$ cat src/rtl/alu_secuencial.sv
// Multi-cycle N-bit ALU: single-pass ops finish in one cycle, multiply/divide/modulo
// iterate N times over a shared {hi, lo} shift register. Outputs are registered and held.
module alu_secuencial #(
    parameter int N = 8
) (
    input  logic         clk,
    input  logic         rst,
    input  logic         start,
    input  logic [N-1:0] A,
    input  logic [N-1:0] B,
    input  logic [3:0]   ALU_Sel,
    output logic         busy,
    output logic         done,
    output logic [N-1:0] ALU_Out,
    output logic         FlagZ,
    output logic         FlagN,
    output logic         FlagV,
    output logic         FlagC
);
    localparam int CW = $clog2(N) + 1;

    localparam logic [1:0] S_IDLE = 2'd0;
    localparam logic [1:0] S_CALC = 2'd1;
    localparam logic [1:0] S_DONE = 2'd2;

    localparam logic [3:0] OP_ADD = 4'b0000;
    localparam logic [3:0] OP_SUB = 4'b0001;
    localparam logic [3:0] OP_MUL = 4'b0010;
    localparam logic [3:0] OP_DIV = 4'b0011;
    localparam logic [3:0] OP_MOD = 4'b0100;
    localparam logic [3:0] OP_AND = 4'b0101;
    localparam logic [3:0] OP_OR  = 4'b0110;
    localparam logic [3:0] OP_XOR = 4'b0111;
    localparam logic [3:0] OP_SHL = 4'b1000;
    localparam logic [3:0] OP_SHR = 4'b1001;

    // Handshake: start is only sampled in IDLE; done is a one-cycle pulse in DONE, and busy
    // covers every non-IDLE cycle, so a new start is taken in the first IDLE cycle after done.
    logic [1:0]    state_q, state_d;
    logic [CW-1:0] cnt_q, cnt_d;
    logic [N-1:0]  hi_q, hi_d, lo_q, lo_d, b_q, b_d;
    logic [3:0]    op_q, op_d;
    logic [N-1:0]  out_q, out_d;
    logic          z_q, z_d, n_q, n_d, v_q, v_d, c_q, c_d;

    logic [N-1:0]  sp_res;
    logic          sp_v, sp_c, b_big, is_iter;
    logic [N:0]    add_full, sub_full, shl_full, shr_full;

    always_comb begin
        add_full = {1'b0, A} + {1'b0, B};
        sub_full = {1'b0, A} - {1'b0, B};
        shl_full = {1'b0, A} << B;
        shr_full = {A, 1'b0} >> B;
        b_big    = (32'(B) >= 32'(N));
        is_iter  = ((ALU_Sel == OP_MUL) || (ALU_Sel == OP_DIV) || (ALU_Sel == OP_MOD)) && (B != '0);
        sp_res   = '0;
        sp_v     = 1'b0;
        sp_c     = 1'b0;
        case (ALU_Sel)
            OP_ADD: begin
                sp_res = add_full[N-1:0];
                sp_c   = add_full[N];
                sp_v   = (A[N-1] == B[N-1]) && (add_full[N-1] != A[N-1]);
            end
            OP_SUB: begin
                sp_res = sub_full[N-1:0];
                sp_c   = sub_full[N];
                sp_v   = (A[N-1] != B[N-1]) && (sub_full[N-1] != A[N-1]);
            end
            OP_MUL: sp_res = '0;  // only reached with B == 0
            OP_DIV: begin
                sp_res = '1;
                sp_v   = 1'b1;
            end
            OP_MOD: begin
                sp_res = A;
                sp_v   = 1'b1;
            end
            OP_AND: sp_res = A & B;
            OP_OR:  sp_res = A | B;
            OP_XOR: sp_res = A ^ B;
            OP_SHL: if (!b_big) {sp_c, sp_res} = shl_full;
            OP_SHR: if (!b_big) {sp_res, sp_c} = shr_full;
            default: sp_res = N'(1);
        endcase
    end

    // One iteration of shift-add multiply (hi accumulates, lo holds the multiplier) and of
    // restoring division (hi is the partial remainder, lo shifts dividend out / quotient in).
    logic [N:0]   mul_sum, rem_sh, rem_diff;
    logic         rem_ge;
    logic [N-1:0] step_hi, step_lo;

    always_comb begin
        mul_sum  = {1'b0, hi_q} + (lo_q[0] ? {1'b0, b_q} : '0);
        rem_sh   = {hi_q, lo_q[N-1]};
        rem_ge   = (rem_sh >= {1'b0, b_q});
        rem_diff = rem_sh - {1'b0, b_q};
        if (op_q == OP_MUL) begin
            step_hi = mul_sum[N:1];
            step_lo = {mul_sum[0], lo_q[N-1:1]};
        end else begin
            step_hi = rem_ge ? rem_diff[N-1:0] : rem_sh[N-1:0];
            step_lo = {lo_q[N-2:0], rem_ge};
        end
    end

    always_comb begin
        state_d = state_q;
        cnt_d   = cnt_q;
        hi_d    = hi_q;
        lo_d    = lo_q;
        b_d     = b_q;
        op_d    = op_q;
        out_d   = out_q;
        z_d     = z_q;
        n_d     = n_q;
        v_d     = v_q;
        c_d     = c_q;
        case (state_q)
            S_IDLE: begin
                if (start) begin
                    op_d = ALU_Sel;
                    b_d  = B;
                    if (is_iter) begin
                        state_d = S_CALC;
                        cnt_d   = CW'(N - 1);
                        hi_d    = '0;
                        lo_d    = A;
                    end else begin
                        state_d = S_DONE;
                        out_d   = sp_res;
                        v_d     = sp_v;
                        c_d     = sp_c;
                        z_d     = (sp_res == '0);
                        n_d     = sp_res[N-1];
                    end
                end
            end
            S_CALC: begin
                hi_d  = step_hi;
                lo_d  = step_lo;
                cnt_d = cnt_q - 1'b1;
                if (cnt_q == '0) begin
                    state_d = S_DONE;
                    cnt_d   = '0;
                    out_d   = (op_q == OP_MOD) ? step_hi : step_lo;
                    v_d     = (op_q == OP_MUL) && (step_hi != '0);
                    c_d     = 1'b0;
                    z_d     = (out_d == '0);
                    n_d     = out_d[N-1];
                end
            end
            S_DONE:  state_d = S_IDLE;
            default: state_d = S_IDLE;
        endcase
    end

    always_ff @(posedge clk) begin
        if (rst) begin
            state_q <= S_IDLE;
            cnt_q   <= '0;
            hi_q    <= '0;
            lo_q    <= '0;
            b_q     <= '0;
            op_q    <= '0;
            out_q   <= '0;
            z_q     <= 1'b0;
            n_q     <= 1'b0;
            v_q     <= 1'b0;
            c_q     <= 1'b0;
        end else begin
            state_q <= state_d;
            cnt_q   <= cnt_d;
            hi_q    <= hi_d;
            lo_q    <= lo_d;
            b_q     <= b_d;
            op_q    <= op_d;
            out_q   <= out_d;
            z_q     <= z_d;
            n_q     <= n_d;
            v_q     <= v_d;
            c_q     <= c_d;
        end
    end

    assign busy    = (state_q != S_IDLE);
    assign done    = (state_q == S_DONE);
    assign ALU_Out = out_q;
    assign FlagZ   = z_q;
    assign FlagN   = n_q;
    assign FlagV   = v_q;
    assign FlagC   = c_q;
endmodule

$ cat config.mk
export PLATFORM = sky130hd
export DESIGN_NAME = alu_secuencial
export DESIGN_NICKNAME = d
export VERILOG_FILES = /design/src/rtl/alu_secuencial.sv
export SDC_FILE = /design/constraint.sdc
export NUM_CORES = 1
export LEC_CHECK = 0
export BUFFER_PORTS_ARGS = -buffer_cell sky130_fd_sc_hd__buf_2
export CAP_MARGIN = 10
export CORE_AREA = 2 2 110 112
export DETAILED_ROUTE_END_ITERATION = 10
export DIE_AREA = 0 0 112 114
export HOLD_SLACK_MARGIN = 0.06
export MAX_ROUTING_LAYER = met4
export PLACE_DENSITY_LB_ADDON = 0.2
export SLEW_MARGIN = 30
export SYNTH_ARGS = -nofsm -noshare
export SYNTH_HDL_FRONTEND = slang
export SYNTH_SLANG_ARGS = --single-unit
$ cat constraint.sdc
create_clock -name clk -period 3.7 [get_ports clk]
set_input_delay 0 -clock clk [delete_from_list [all_inputs] [get_ports clk]]
set_output_delay 0 -clock clk [all_outputs]
set_load 0.05 [all_outputs]
## After elaboration in Yosys (flattened, before gate mapping)

Cells that the tools add are included.

- Register bits: 46
- Latch bits: 0
- Bits in writable memories: 0
- Memory bits (read-only): 0
- Input port bits: 23
- Output and inout port bits: 14
- Logic and storage cells: 110
- Memories kept: 0

- $add $sub $neg: 5
- Multiply operators: 0
- Div/mod/pow operators: 0
- Magnitude comparators: 2
- Equality and inequality tests: 21
- Shifts and indexed selects: 2
- Mux-type cells: 46
- Bitwise gates (word level): 3
- Reduce and logical (&&, ||, !) cells: 20

Operator list:

| cell | number |
|---|---|
| $mux W8 | 14 |
| $pmux W8 S10 | 1 |
| $pmux W8 S2 | 3 |
| $eq A4 B3 Y1 const B | 5 |
| $add A8 B8 Y9 | 2 |
| $logic_not A8 Y1 | 2 |
| $reduce_bool A8 Y1 | 2 |
| $mux W1 | 14 |
| $eq A4 B2 Y1 const B | 3 |
| $mux W4 | 3 |
| $ge A9 B8 Y1 | 1 |
| $shl A8 B8 Y9 | 1 |
| $shr A9 B8 Y9 | 1 |
| $sub A8 B8 Y9 | 1 |
| $and A8 B8 Y8 | 1 |
| $eq A4 B4 Y1 const B | 2 |
| $ge A8 B4 Y1 const B | 1 |
| $logic_not A4 Y1 | 2 |
| $ne A2 B2 Y1 const B | 4 |
| $or A8 B8 Y8 | 1 |
| $pmux W1 S2 | 4 |
| $pmux W4 S2 | 1 |
| $sub A8 B8 Y8 | 1 |
| $xor A8 B8 Y8 | 1 |
| 18 further kinds | 28 |

## Depth between registers and ports, before layout

Gate-level depths: netlist of the first run.

- Depth after elaboration: 7
- Gate-level depth with buffers: 13
- Depth with buffers taken out: 12

## Least setup slack after synthesis of the first run

No wires, ideal clock.

- Path kind: register to register
- Start: register lo_q[7]
- End: register z_q (netlist: FlagZ)
- Setup time: 87 ps
- Arrival: 2,408 ps
- Required time: 3,613 ps
- Slack: 1,205 ps
- Stages on the path, launching flop included: 11
- Buffers on the path: 0
- Clock period less this slack: 2,495 ps
- Cells stage by stage: dfxtp_1 inv_1 ha_1 nor2b_1 o21ai_1 and4_1 nor2_1 o211ai_1 o21a_1 or4_1 o31ai_1

- Cells in the longest elaborated chain, start to end: 7
- Elaborated cells on any way between the ends: 9
- Classes of those cells: add/sub (1); order compare (1); mux (6); reduce/logical (1)

Ends and longest elaborated chain:

| what | RTL line | source |
|---|---|---|
| start, declared | 41 | `logic [N-1:0] hi_q, hi_d, lo_q, lo_d, b_q, b_d;` |
| start signal, assigned | 177 | `lo_q <= lo_d;` |
| $sub A8 B8 Y8 / $ge A9 B8 Y1 (equally long branches) | 99, 98 |  |
| $mux W8 | 104 | `step_hi = rem_ge ? rem_diff[N-1:0] : rem_sh[N-1:0];` |
| $mux W8 | 100 | `if (op_q == OP_MUL) begin` |
| $mux W8 (*) | 148 | `out_d = (op_q == OP_MOD) ? step_hi : step_lo;` |
| $logic_not A8 Y1 (*) | 151 | `z_d = (out_d == '0);` |
| $mux W1 (*) | 145 | `if (cnt_q == '0) begin` |
| $pmux W1 S2 (*) | 121 | `case (state_q)` |
| end signal, assigned | 181 | `z_q <= z_d;` |
| end, declared | 44 | `logic z_q, z_d, n_q, n_d, v_q, v_d, c_q, c_d;` |

Mark *: on every way between the ends. The rest lies on a longest branch, timed or not. The select of a mux whose other input is x is not followed.
A chain may end at the register's enable or synchronous reset.

## Final worst setup path of the first run

- Start: input B[2]
- End: register z_q (netlist: FlagZ)

- Cells in the longest elaborated chain, start to end: 7
- Elaborated cells on any way between the ends: 19
- Classes of those cells: add/sub (2); order compare (1); eq/ne (1); shift (2); mux (6); bitwise (3); reduce/logical (4)

Ends and longest elaborated chain:

| what | RTL line | source |
|---|---|---|
| start, declared | 10 | `input logic [N-1:0] B,` |
| $ge A8 B4 Y1 (tied with other cells) | 55 | `b_big = (32'(B) >= 32'(N));` |
| $mux W8 (on tied branches) | 84, 83 |  |
| $pmux W8 S10 | 60 | `case (ALU_Sel)` |
| $logic_not A8 Y1 | 136 | `z_d = (sp_res == '0);` |
| $mux W1 | 126 | `if (is_iter) begin` |
| $mux W1 | 123 | `if (start) begin` |
| $pmux W1 S2 | 121 |  |

Several ways; a longest one is shown, not always the timed one. The select of a mux whose other input is x is not followed.

==> results.sh, run 1 <==
export IMPL_outcome="finished, final reports clean"
export IMPL_pin_count=37
export IMPL_layout_drive_gt1_share_pct=10.7
export IMPL_fp_row_count=40
export IMPL_cp_end_kind="flip-flop"
export IMPL_place_area_sq_um=5300
export IMPL_h_tree_depth=2
export IMPL_wl_microns=16600
export IMPL_start_util_pct=43.4
export IMPL_fin_area_sq_um=5520
export IMPL_clkTransAtPathRegs_ns=0.06
export IMPL_syn_to_final_growth_pct=8.69
export IMPL_critPathMaxStageDelay_ns=0.53
export IMPL_power_leakage_uw=0.00222
export IMPL_synth_main_ff_cell="dfxtp_1"
export IMPL_grt_usage_pct=26.6
export IMPL_firstDrtPassIters=5
export IMPL_synth_top_family_by_area="compound AO/OA/AOI/OAI gates"
export IMPL_cts_root_buffer="clkbuf_16"
export IMPL_antenna_cells=0
export IMPL_ys_types=71
export IMPL_fin_nets=768
export IMPL_post_route_util_pct=47.1
export IMPL_dieWidth_microns=112
export IMPL_synthesis_nets=761
export IMPL_cts_sinks=45
export IMPL_synthCells=694
export IMPL_p_per_area_nw_per_um2=302
export IMPL_avgSynthCellArea_sq_um=7.32
export IMPL_portBuffers=36
export IMPL_finalSetupViolCount=0
export IMPL_cap_violations=0
export IMPL_start_kind="input port"
export IMPL_synth_compound_area_share_pct=28.6
export IMPL_drc=0
export IMPL_crit_path_top_delay_cell="ha_1"
export IMPL_synth_seq_area_share_pct=17.7
export IMPL_path_delay_family="compound AO/OA/AOI/OAI gates"
export IMPL_num_vias=5347
export IMPL_peakVddDrop_v=0.000323
export IMPL_r2r_slack_ns=0.76
export IMPL_cts_setup_buffers=0
export IMPL_crit_required_ns=3.90
export IMPL_place_hpwl_microns=12800
export IMPL_grt_max_degree=44
export IMPL_critical_path_buf_inv_count=3
export IMPL_yosys_register_bits=45
export IMPL_grt_pass1_wl_microns=26800
export IMPL_die_area_sq_um=12800
export IMPL_yosys_warnings=0
export IMPL_clk_latency_ns=0.29
export IMPL_final_cell_mix="89 x nand2_1, 63 x a21oi_1, 56 x nor2_1, 45 x dfxtp_1, 40 x ha_1"
export IMPL_antenna_found_initial=0
export IMPL_via_per_inst=6.31
export IMPL_cp_common_cell="o31ai_1"
export IMPL_drt_iter0_drc=444
export IMPL_path_class="in2reg"
export IMPL_path_cells="dlygate4sd3_1 > buf_2 > clkinv_1 > ha_1 > a211oi_1 > nor2_1 > o311ai_0 > o31ai_1 > xor2_1 > a2111oi_0 > a32oi_1 > o31ai_1"
export IMPL_cp_data_arrival_time_ns=3.40
export IMPL_synth_edf_count=0
export IMPL_relSlewSlack_pct=40.9
export IMPL_critPathMaxFanout=11
export IMPL_cts_tree="done"
export IMPL_rsz0062_at_grt="false"
export IMPL_fin_crit_sh_pct=86.4
export IMPL_pre_cts_slack_ns=0.749
export IMPL_worst_slew_pin_slew_ns=0.887
export IMPL_skew_ns=0.0123
export IMPL_netlist_area_sq_um=5080
export IMPL_yosys_area_share_adder_pct=11.4
export IMPL_final_min_clock_period_ns=3.20
export IMPL_async_flop_share_pct=0
export IMPL_setup_tns_ns=0
export IMPL_hp_class="in2reg"
export IMPL_core_area_sq_um=11700
export IMPL_worst_slack_ns=0.505
export IMPL_hold_viol_final=0
export IMPL_cts_inserted_buffers=5
export IMPL_routedWlPerCell_microns=19.6
export IMPL_grt_ovfl_total=0
export IMPL_synth_mux_area_share_pct=7.76
export IMPL_clockBufferDepth=2
export IMPL_layout_commonest_cell="nand2_1"
export IMPL_place_gp_congestion=0.962
export IMPL_fmax_mhz=313
export IMPL_grt_pass1_vias=4927
export IMPL_synth_xor_area_share_pct=1.90
export IMPL_die_h_microns=114
export IMPL_drv_slew=0
export IMPL_antenna_left=0
export IMPL_synth_simple_gate_area_share_pct=25.7
==> area by class of cell <==
class | count | area [sq um]
inverters | 40 | 150
well taps | 147 | 184
clock inverters | 2 | 35.0
multi-input cells | 561 | 3840
repair buffers | 48 | 285
fillers | 1209 | 6190
clock buffers | 5 | 125
flip-flops and latches | 45 | 901
==> report_power, final <==
| part | total, uW | switching [uW] | internal (uW) |
|---|---|---|---|
| Clock | 505 | 191 | 314 |
| Sequential | 535 | 24.8 | 510 |
| Combinational | 626 | 403 | 222 |
==> worst reg2reg max path, cell delays in order, from the launching register on <==
cell      delay (ns)
dfxtp_1         0.48
ha_1            0.35
and4b_1         0.25
nand2_1         0.08
nand3_1         0.16
nor2_1          0.34
o211ai_1        0.23
o21a_1          0.26
or4_1           0.51
o31ai_1         0.19
==> stage by stage <==
step	power, uW	std cells	hold WS (ns)
2_1_floorplan	997	694	0.136
3_3_place_gp	1150	835	0.316
3_5_place_dp	1150	835	0.328
4_1_cts	1660	848	0.108
5_1_grt	1760	848	0.154
6_report	1670	848	0.128
==> final timing paths <==
check | start | to | cells past startpoint
max | B[2] | FlagZ | 12
min | ALU_Sel[3] | op_q[3] | 3
max reg2reg | hi_q[4] | FlagZ | 9
min reg2reg | ALU_Out[1] | ALU_Out[1] | 2
==> layer usage <==
layer	part of all wire, %	global-route usage [%]	vias up
met5	0	-	-
li1	-	-	2545
met2	45	40.8	220
met3	6.9	3.03	33
met1	45	37.3	2549
met4	2.6	7.72	0
==> what timing repair did <==
action,in CTS,in global routing
resized for setup,0,0
hold endpoints to repair,6,0
hold buffers,6,0
==> cell usage after synthesis (9+ instances only) <==
cell type / count / area share [%]
nand2_1: 89 / 6.6
a21oi_1: 63 / 6.2
nor2_1: 56 / 4.1
dfxtp_1: 45 / 18
ha_1: 40 / 9.9
inv_1: 38 / 2.8
o21ai_0: 33 / 3.3
clkbuf_1: 30 / 2.2
a211oi_1: 19 / 2.8
nand3_1: 19 / 1.9
mux2i_1: 18 / 3.5
nor3_1: 18 / 1.8
o211ai_1: 18 / 2.7
and2_1: 12 / 1.5
buf_2: 12 / 1.2
a21o_1: 10 / 1.5
nand2b_1: 10 / 1.2
mux4_2: 9 / 4.0
nor2b_1: 9 / 1.1
==> state kept, by name, indices dropped and copies added, names as in the netlist <==
name     count
op_q         4
FlagC        1
ALU_Out      8
lo_q         8
FlagV        1
cnt_q        4
FlagZ        1
b_q          8
state_q      2
hi_q         8
==> cell families (layout without fill, tap and decap cells) <==
group / count (synthesis) / after routing
xor gates and xnor gates: 11 / 11
and+or+nand+nor: 261 / 261
DFF: 45 / 45
AOI/OAI and AO/OA: 217 / 217
buffers and inverters: 88 / 95
adders and majority gates: 44 / 44
muxes: 28 / 28
No activity file was read; power rests on OpenSTA's default activity.
==> run 2, diff against run 1 <==
--- a/config.mk
+++ b/config.mk
@@ -5,11 +5,12 @@
 export SDC_FILE = /design/constraint.sdc
 export NUM_CORES = 1
 export LEC_CHECK = 0
+export ABC_AREA = 1
 export BUFFER_PORTS_ARGS = -buffer_cell sky130_fd_sc_hd__buf_2
 export CAP_MARGIN = 10
-export CORE_AREA = 2 2 110 112
+export CORE_AREA = 2 2 111 113
 export DETAILED_ROUTE_END_ITERATION = 10
-export DIE_AREA = 0 0 112 114
+export DIE_AREA = 0 0 113 115
 export HOLD_SLACK_MARGIN = 0.06
 export MAX_ROUTING_LAYER = met4
 export PLACE_DENSITY_LB_ADDON = 0.2
==> run 2 against run 1 <==
- count of clock-buffer cells in the layout rose by 1
- global-route usage fell by 0.32 points
- worst hold slack got worse by 0.068 ns
- first-iteration DRC count rose by 17%
- register-to-register slack improved by 0.52 ns
- sequential power rose by 2%
- clock skew fell by 0.0023 ns
- highest routed layer unchanged
==> results.sh, run 2 <==
export IMPL_outcome="finished, final reports clean"
export IMPL_cts_root_buffer="clkbuf_16"
export IMPL_setup_tns_ns=0
export IMPL_clk_latency_ns=0.29
export IMPL_syn_to_final_growth_pct=8.43
export IMPL_peakVddDrop_v=0.000197
export IMPL_fin_nets=946
export IMPL_yosys_area_share_adder_pct=11.2
export IMPL_finalNonFillerCells=1027
export IMPL_wl_microns=16200
export IMPL_grt_pass1_vias=5366
export IMPL_start_kind="flip-flop"
export IMPL_die_h_microns=115
export IMPL_antenna_left=0
export IMPL_place_hpwl_microns=12600
export IMPL_via_per_inst=5.59
export IMPL_clkTransAtPathRegs_ns=0.07
export IMPL_fmax_mhz=414
export IMPL_ys_types=48
export IMPL_rsz0062_at_grt="false"
export IMPL_crit_path_top_delay_cell="fa_1"
export IMPL_clockBufferDepth=2
export IMPL_grt_use_met2_pct=43.3
export IMPL_synth_simple_gate_area_share_pct=41.5
export IMPL_synth_main_ff_cell="dfxtp_1"
export IMPL_netlist_top_cells_count="219 x nand2_1, 112 x inv_1, 94 x nand3_1, 65 x nor2_1, 55 x a21oi_1"
export IMPL_layout_commonest_cell="nand2_1"
export IMPL_cap_violations=0
export IMPL_synth_edf_count=0
export IMPL_final_cell_mix="219 x nand2_1, 112 x inv_1, 94 x nand3_1, 65 x nor2_1, 55 x a21oi_1"
export IMPL_h_tree_depth=2
export IMPL_power_leakage_uw=0.00297
export IMPL_core_area_sq_um=11800
export IMPL_grt_pass1_wl_microns=26800
export IMPL_skew_ns=0.0101
export IMPL_fp_row_count=40
export IMPL_antenna_found_initial=0
export IMPL_crit_required_ns=3.90
export IMPL_fin_crit_sh_pct=65.3
export IMPL_p_per_area_nw_per_um2=326
export IMPL_cp_data_arrival_time_ns=2.61
export IMPL_cp_end_kind="flip-flop"
export IMPL_synth_top_family_by_area="simple AND/OR/NAND/NOR gates"
export IMPL_yosys_warnings=0
export IMPL_relSlewSlack_pct=57.3
export IMPL_yosys_register_bits=45
export IMPL_synthCells=859
export IMPL_path_cells="nand2_1 > inv_1 > ha_1 > fa_1 > nand3_1 > nand3_1 > xnor2_1 > or2_2 > nand3_1 > nand2_1 > nand2_1 > nor2_1 > nand3_1 > nand3_1 > nand2_1 > inv_1"
export IMPL_use_met3_pct=2.79
export IMPL_drc=0
export IMPL_path_delay_family="simple AND/OR/NAND/NOR gates"
export IMPL_die_area_sq_um=13000
export IMPL_worst_slew_pin_slew_ns=0.640
export IMPL_netlist_area_sq_um=5190
export IMPL_cts_tree="done"
export IMPL_grt_max_degree=30
export IMPL_dp_cells=1017
export IMPL_cts_inserted_buffers=5
export IMPL_synth_mux_area_share_pct=0.193
export IMPL_drt_iter0_drc=520
export IMPL_cp_common_cell="nand3_1"
export IMPL_dieWidth_microns=113
export IMPL_critical_path_buf_inv_count=2
export IMPL_cts_setup_buffers=0
export IMPL_drv_slew=0
export IMPL_hp_class="in2reg"
export IMPL_layout_drive_gt1_share_pct=10.6
export IMPL_cts_sinks=45
export IMPL_grt_ovfl_total=0
export IMPL_yosysTopAreaCellShare_pct=17.3
export IMPL_avgSynthCellArea_sq_um=6.05
export IMPL_synth_most_common_cell="nand2_1"
export IMPL_routedWlPerCell_microns=15.8
export IMPL_firstDrtPassIters=5
export IMPL_yosys_area_top_type="dfxtp_1"
export IMPL_grt_busiest_layer="met2"
export IMPL_portBuffers=36
export IMPL_antenna_cells=0
export IMPL_synthesis_nets=926
export IMPL_num_vias=5739
export IMPL_synth_xor_area_share_pct=1.18
export IMPL_final_min_clock_period_ns=2.42
export IMPL_finalSetupViolCount=0
export IMPL_place_gp_congestion=0.979
export IMPL_critPathMaxStageDelay_ns=0.43
export IMPL_synthTopCellsByArea="dfxtp_1 17%, nand2_1 16%, ha_1 9.6%"
export IMPL_synth_compound_area_share_pct=16.9
export IMPL_grt_met1_usage_pct=33.0
export IMPL_start_util_pct=44.0
export IMPL_grt_usage_pct=26.3
export IMPL_pin_count=37
export IMPL_synth_seq_area_share_pct=17.3
export IMPL_async_flop_share_pct=0
export IMPL_critPathMaxFanout=9
export IMPL_hold_viol_final=0
export IMPL_path_class="reg2reg"
-- run 2: cell types whose count changed after synthesis, sizes merged, moves of 9 or more --
cell	change
clkbuf	-18
mux2i	-17
nand3	+83
o21ai	+10
nor3	-13
a21o	-9
nor2b	-9
mux4	-9
inv	+81
nor2	+15
nand2b	-10
nand2	+137
nand4	+34
o211ai	-10
-- run 2: worst paths after layout --
kind,startpoint,end,slack (ns),depth (start not counted)
worst max-delay path,lo_q[0],FlagZ,1.28,16
worst min-delay path,ALU_Sel[0],op_q[0],0.06,3
worst max register to register,lo_q[0],FlagZ,1.28,16
worst min register to register,cnt_q[3],cnt_q[3],0.46,2
-- run 2: kinds of logic after synthesis --
logic type               count (synthesis)
AND/OR/NAND/NOR                        461
buffers and inverters                  151
AO/OA/AOI/OAI                          150
flip-flops                              45
adder cells (fa/ha/maj)                 44
XOR/XNOR                                 7
multiplexers                             1
-- run 2: layer usage --
metal | share of wire [%] | routed length, microns
met1 | 44 | 7150
met2 | 46 | 7410
met3 | 5.9 | 951
met4 | 4.1 | 669
met5 | 0 | 0
-- run 2: final cells by class --
class | count | area [sq um]
fillers | 1285 | 6180
flip-flops and latches | 45 | 901
clock buffers | 6 | 129
multi-input cells | 663 | 3680
inverters | 120 | 450
well taps | 147 | 184
clock inverters | 2 | 38.8
repair buffers | 44 | 245
-- run 2: tightest hold or removal path: stages --
cell and delay, ns:
buf_2 0.12, o21ai_0 0.08, a21oi_1 0.10
-- run 2: power breakdown --
part / switching (uW) / total, uW / internal (uW)
sequential: 25.1 / 545 / 520
combinational: 530 / 777 / 247
clock: 193 / 513 / 320
-- run 2: timing repair --
action	in CTS	in global routing
gates resized for setup	0	0
hold buffers	2	0
endpoints found under the hold margin	2	0
-- run 2: through the flow --
stage | power [uW] | utilization (%) | hold slack [ns] | worst slack, ns | area, sq um
3_5_place_dp | 1320 | 46.1 | 0.341 | 1.20 | 5450
5_1_grt | 1960 | 47.7 | 0.0928 | 1.02 | 5630
2_1_floorplan | 1130 | - | 0.0785 | 1.43 | 5190
4_1_cts | 1840 | 47.7 | 0.0606 | 1.29 | 5630
3_3_place_gp | 1320 | 46.1 | 0.328 | 1.19 | 5450
6_report | 1840 | 47.7 | 0.0602 | 1.28 | 5630
==> run 3, diff against run 2 <==
==> constraint.sdc (replaced) <==
create_clock -name clk -period 2.4 [get_ports clk]
set_input_delay 0 -clock clk [delete_from_list [all_inputs] [get_ports clk]]
set_output_delay 0 -clock clk [all_outputs]
set_load 0.05 [all_outputs]
==> run 3 against run 2 <==
- worst setup slack got worse by 1.1 ns
- total power increased by 56%
- cell count grew 3.1%
- largest cell class unchanged
- largest power group unchanged
- highest routed layer unchanged
==> results.sh, run 3 (synthesis gave the netlist of run 2 again) <==
export IMPL_outcome="finished, final reports clean"
export IMPL_final_cell_mix="212 x nand2_1, 107 x inv_1, 88 x nand3_1, 63 x nor2_1, 53 x a21oi_1"
export IMPL_fillers=1231
export IMPL_reg2reg_depth=19
export IMPL_cp_data_arrival_time_ns=2.44
export IMPL_clkTransAtPathRegs_ns=0.07
export IMPL_antenna_found_initial=0
export IMPL_drc=0
export IMPL_pin_count=37
export IMPL_num_vias=5863
export IMPL_multiInputGateArea_sq_um=3910
export IMPL_critPathMaxFanout=8
export IMPL_finalNonFillerCells=1059
export IMPL_crit_path_top_delay_cell="dfxtp_1"
export IMPL_peakVddDrop_v=0.000328
export IMPL_start_util_pct=44.0
export IMPL_grt_usage_pct=26.9
export IMPL_critPathMaxStageDelay_ns=0.34
export IMPL_portBuffers=36
export IMPL_cts_inserted_buffers=5
export IMPL_place_area_sq_um=5660
export IMPL_path_cells="buf_6 > nand2_1 > inv_1 > ha_4 > nand2_1 > inv_2 > nand4_1 > buf_4 > nand4_1 > nand3_2 > inv_1 > nor2_1 > nand2_1 > nor2_1 > nand2_1 > nand3_1 > nand3_1 > nand2_1 > inv_1"
export IMPL_antenna_left=0
export IMPL_power_leakage_uw=0.00312
export IMPL_cts_root_buffer="clkbuf_16"
export IMPL_r2r_start="lo_q[0]"
export IMPL_start_kind="flip-flop"
export IMPL_pre_cts_slack_ns=-0.0175
export IMPL_die_h_microns=115
export IMPL_syn_to_final_growth_pct=17.3
export IMPL_place_hpwl_microns=13100
export IMPL_cp_common_cell="nand2_1"
export IMPL_final_min_clock_period_ns=2.24
export IMPL_clk_latency_ns=0.29
export IMPL_startpoint="lo_q[0]"
export IMPL_grt_pass1_vias=5558
export IMPL_fin_area_sq_um=6090
export IMPL_worst_slack_ns=0.155
export IMPL_path_class="reg2reg"
export IMPL_wl_microns=16900
export IMPL_grt_ovfl_total=0
export IMPL_finalSetupViolCount=0
export IMPL_layout_drive_gt1_share_pct=18.6
export IMPL_fmax_mhz=446
export IMPL_dieWidth_microns=113
export IMPL_cts_sinks=45
export IMPL_grt_pass1_wl_microns=27300
export IMPL_hp_class="in2reg"
export IMPL_cp_end_kind="flip-flop"
export IMPL_p_per_area_nw_per_um2=470
export IMPL_regArea_sq_um=907
export IMPL_fin_nets=978
export IMPL_core_area_sq_um=11800
export IMPL_die_area_sq_um=13000
export IMPL_relSlewSlack_pct=55.8
export IMPL_fp_row_count=40
export IMPL_h_tree_depth=2
export IMPL_antenna_cells=0
export IMPL_grt_max_degree=29
export IMPL_drt_iter0_drc=442
export IMPL_fin_crit_sh_pct=93.5
export IMPL_power_uw=2860
export IMPL_r2r_slack_ns=0.16
export IMPL_dp_cells=1044
export IMPL_place_gp_congestion=0.953
export IMPL_cap_violations=0
export IMPL_skew_ns=0.00643
export IMPL_worst_slew_pin_slew_ns=0.661
export IMPL_clockBufferDepth=2
export IMPL_drv_slew=0
export IMPL_cts_tree="done"
export IMPL_crit_required_ns=2.59
export IMPL_layout_commonest_cell="nand2_1"
export IMPL_via_per_inst=5.54
export IMPL_firstDrtPassIters=5
export IMPL_hold_path_depth=3
export IMPL_routedWlPerCell_microns=15.9
export IMPL_hold_viol_final=0
export IMPL_min_from="ALU_Sel[0]"
[run 3: path summary, 6_finish.rpt]
path,to
setup / recovery,FlagV
hold / removal,op_q[0]
setup reg to reg,FlagV
hold reg to reg,cnt_q[3]
[run 3: worst max-delay path, delay by kind of cell (launching register included)]
family / cells / cell delay [ns]
buffers and inverters: 6 / 0.52
flip-flops: 1 / 0.34
adder cells (fa/ha/maj): 1 / 0.23
AND/OR/NAND/NOR: 12 / 1.07
[run 3: area by class of cell]
cell class | count | area share, %
Clock buffer | 5 | 2.05
Clock inverter | 3 | 0.349
Inverter | 120 | 7.39
Multi-Input combinational cell | 664 | 64.2
Sequential cell | 45 | 14.9
Tap cell | 147 | 3.02
Timing Repair Buffer | 75 | 8.11
[run 3: routing by layer]
layer / track usage (%) / routed length [microns] / up-vias / part of all wire (%)
met3: 2.32 / 770 / 49 / 4.6
met4: 13.1 / 773 / 0 / 4.6
met5: - / 0 / - / 0
met2: 45.0 / 8080 / 202 / 48
met1: 32.8 / 7240 / 2635 / 43
li1: - / - / 2977 / -
[run 3: repair_timing]
| item | 4_1_cts | 5_1_grt |
|---|---|---|
| hold buffers | 2 | 0 |
| gates resized for setup | 1 | 49 |
| pin swaps | 0 | 12 |
| setup buffers | 0 | 4 |
| setup endpoints to repair | 2 | 6 |
| endpoints found under the hold margin | 2 | 0 |
| gates cloned | 0 | 1 |
[run 3: stage by stage]
stage / util [%] / setup TNS [ns] / hold WS (ns)
floorplan: - / 0 / 0.0785
global placement: 47.9 / -0.0165 / 0.334
detailed placement: 47.9 / -0.0175 / 0.337
CTS: 49.4 / 0 / 0.0734
global route: 51.6 / -0.0412 / 0.115
finish: 51.6 / 0 / 0.0613
[run 3: power by group]
| part | switching (uW) | internal (uW) | total, uW |
|---|---|---|---|
| clock network | 306 | 388 | 694 |
| registers | 34.7 | 802 | 837 |
| logic | 856 | 476 | 1330 |
| total | 1200 | 1670 | 2860 |
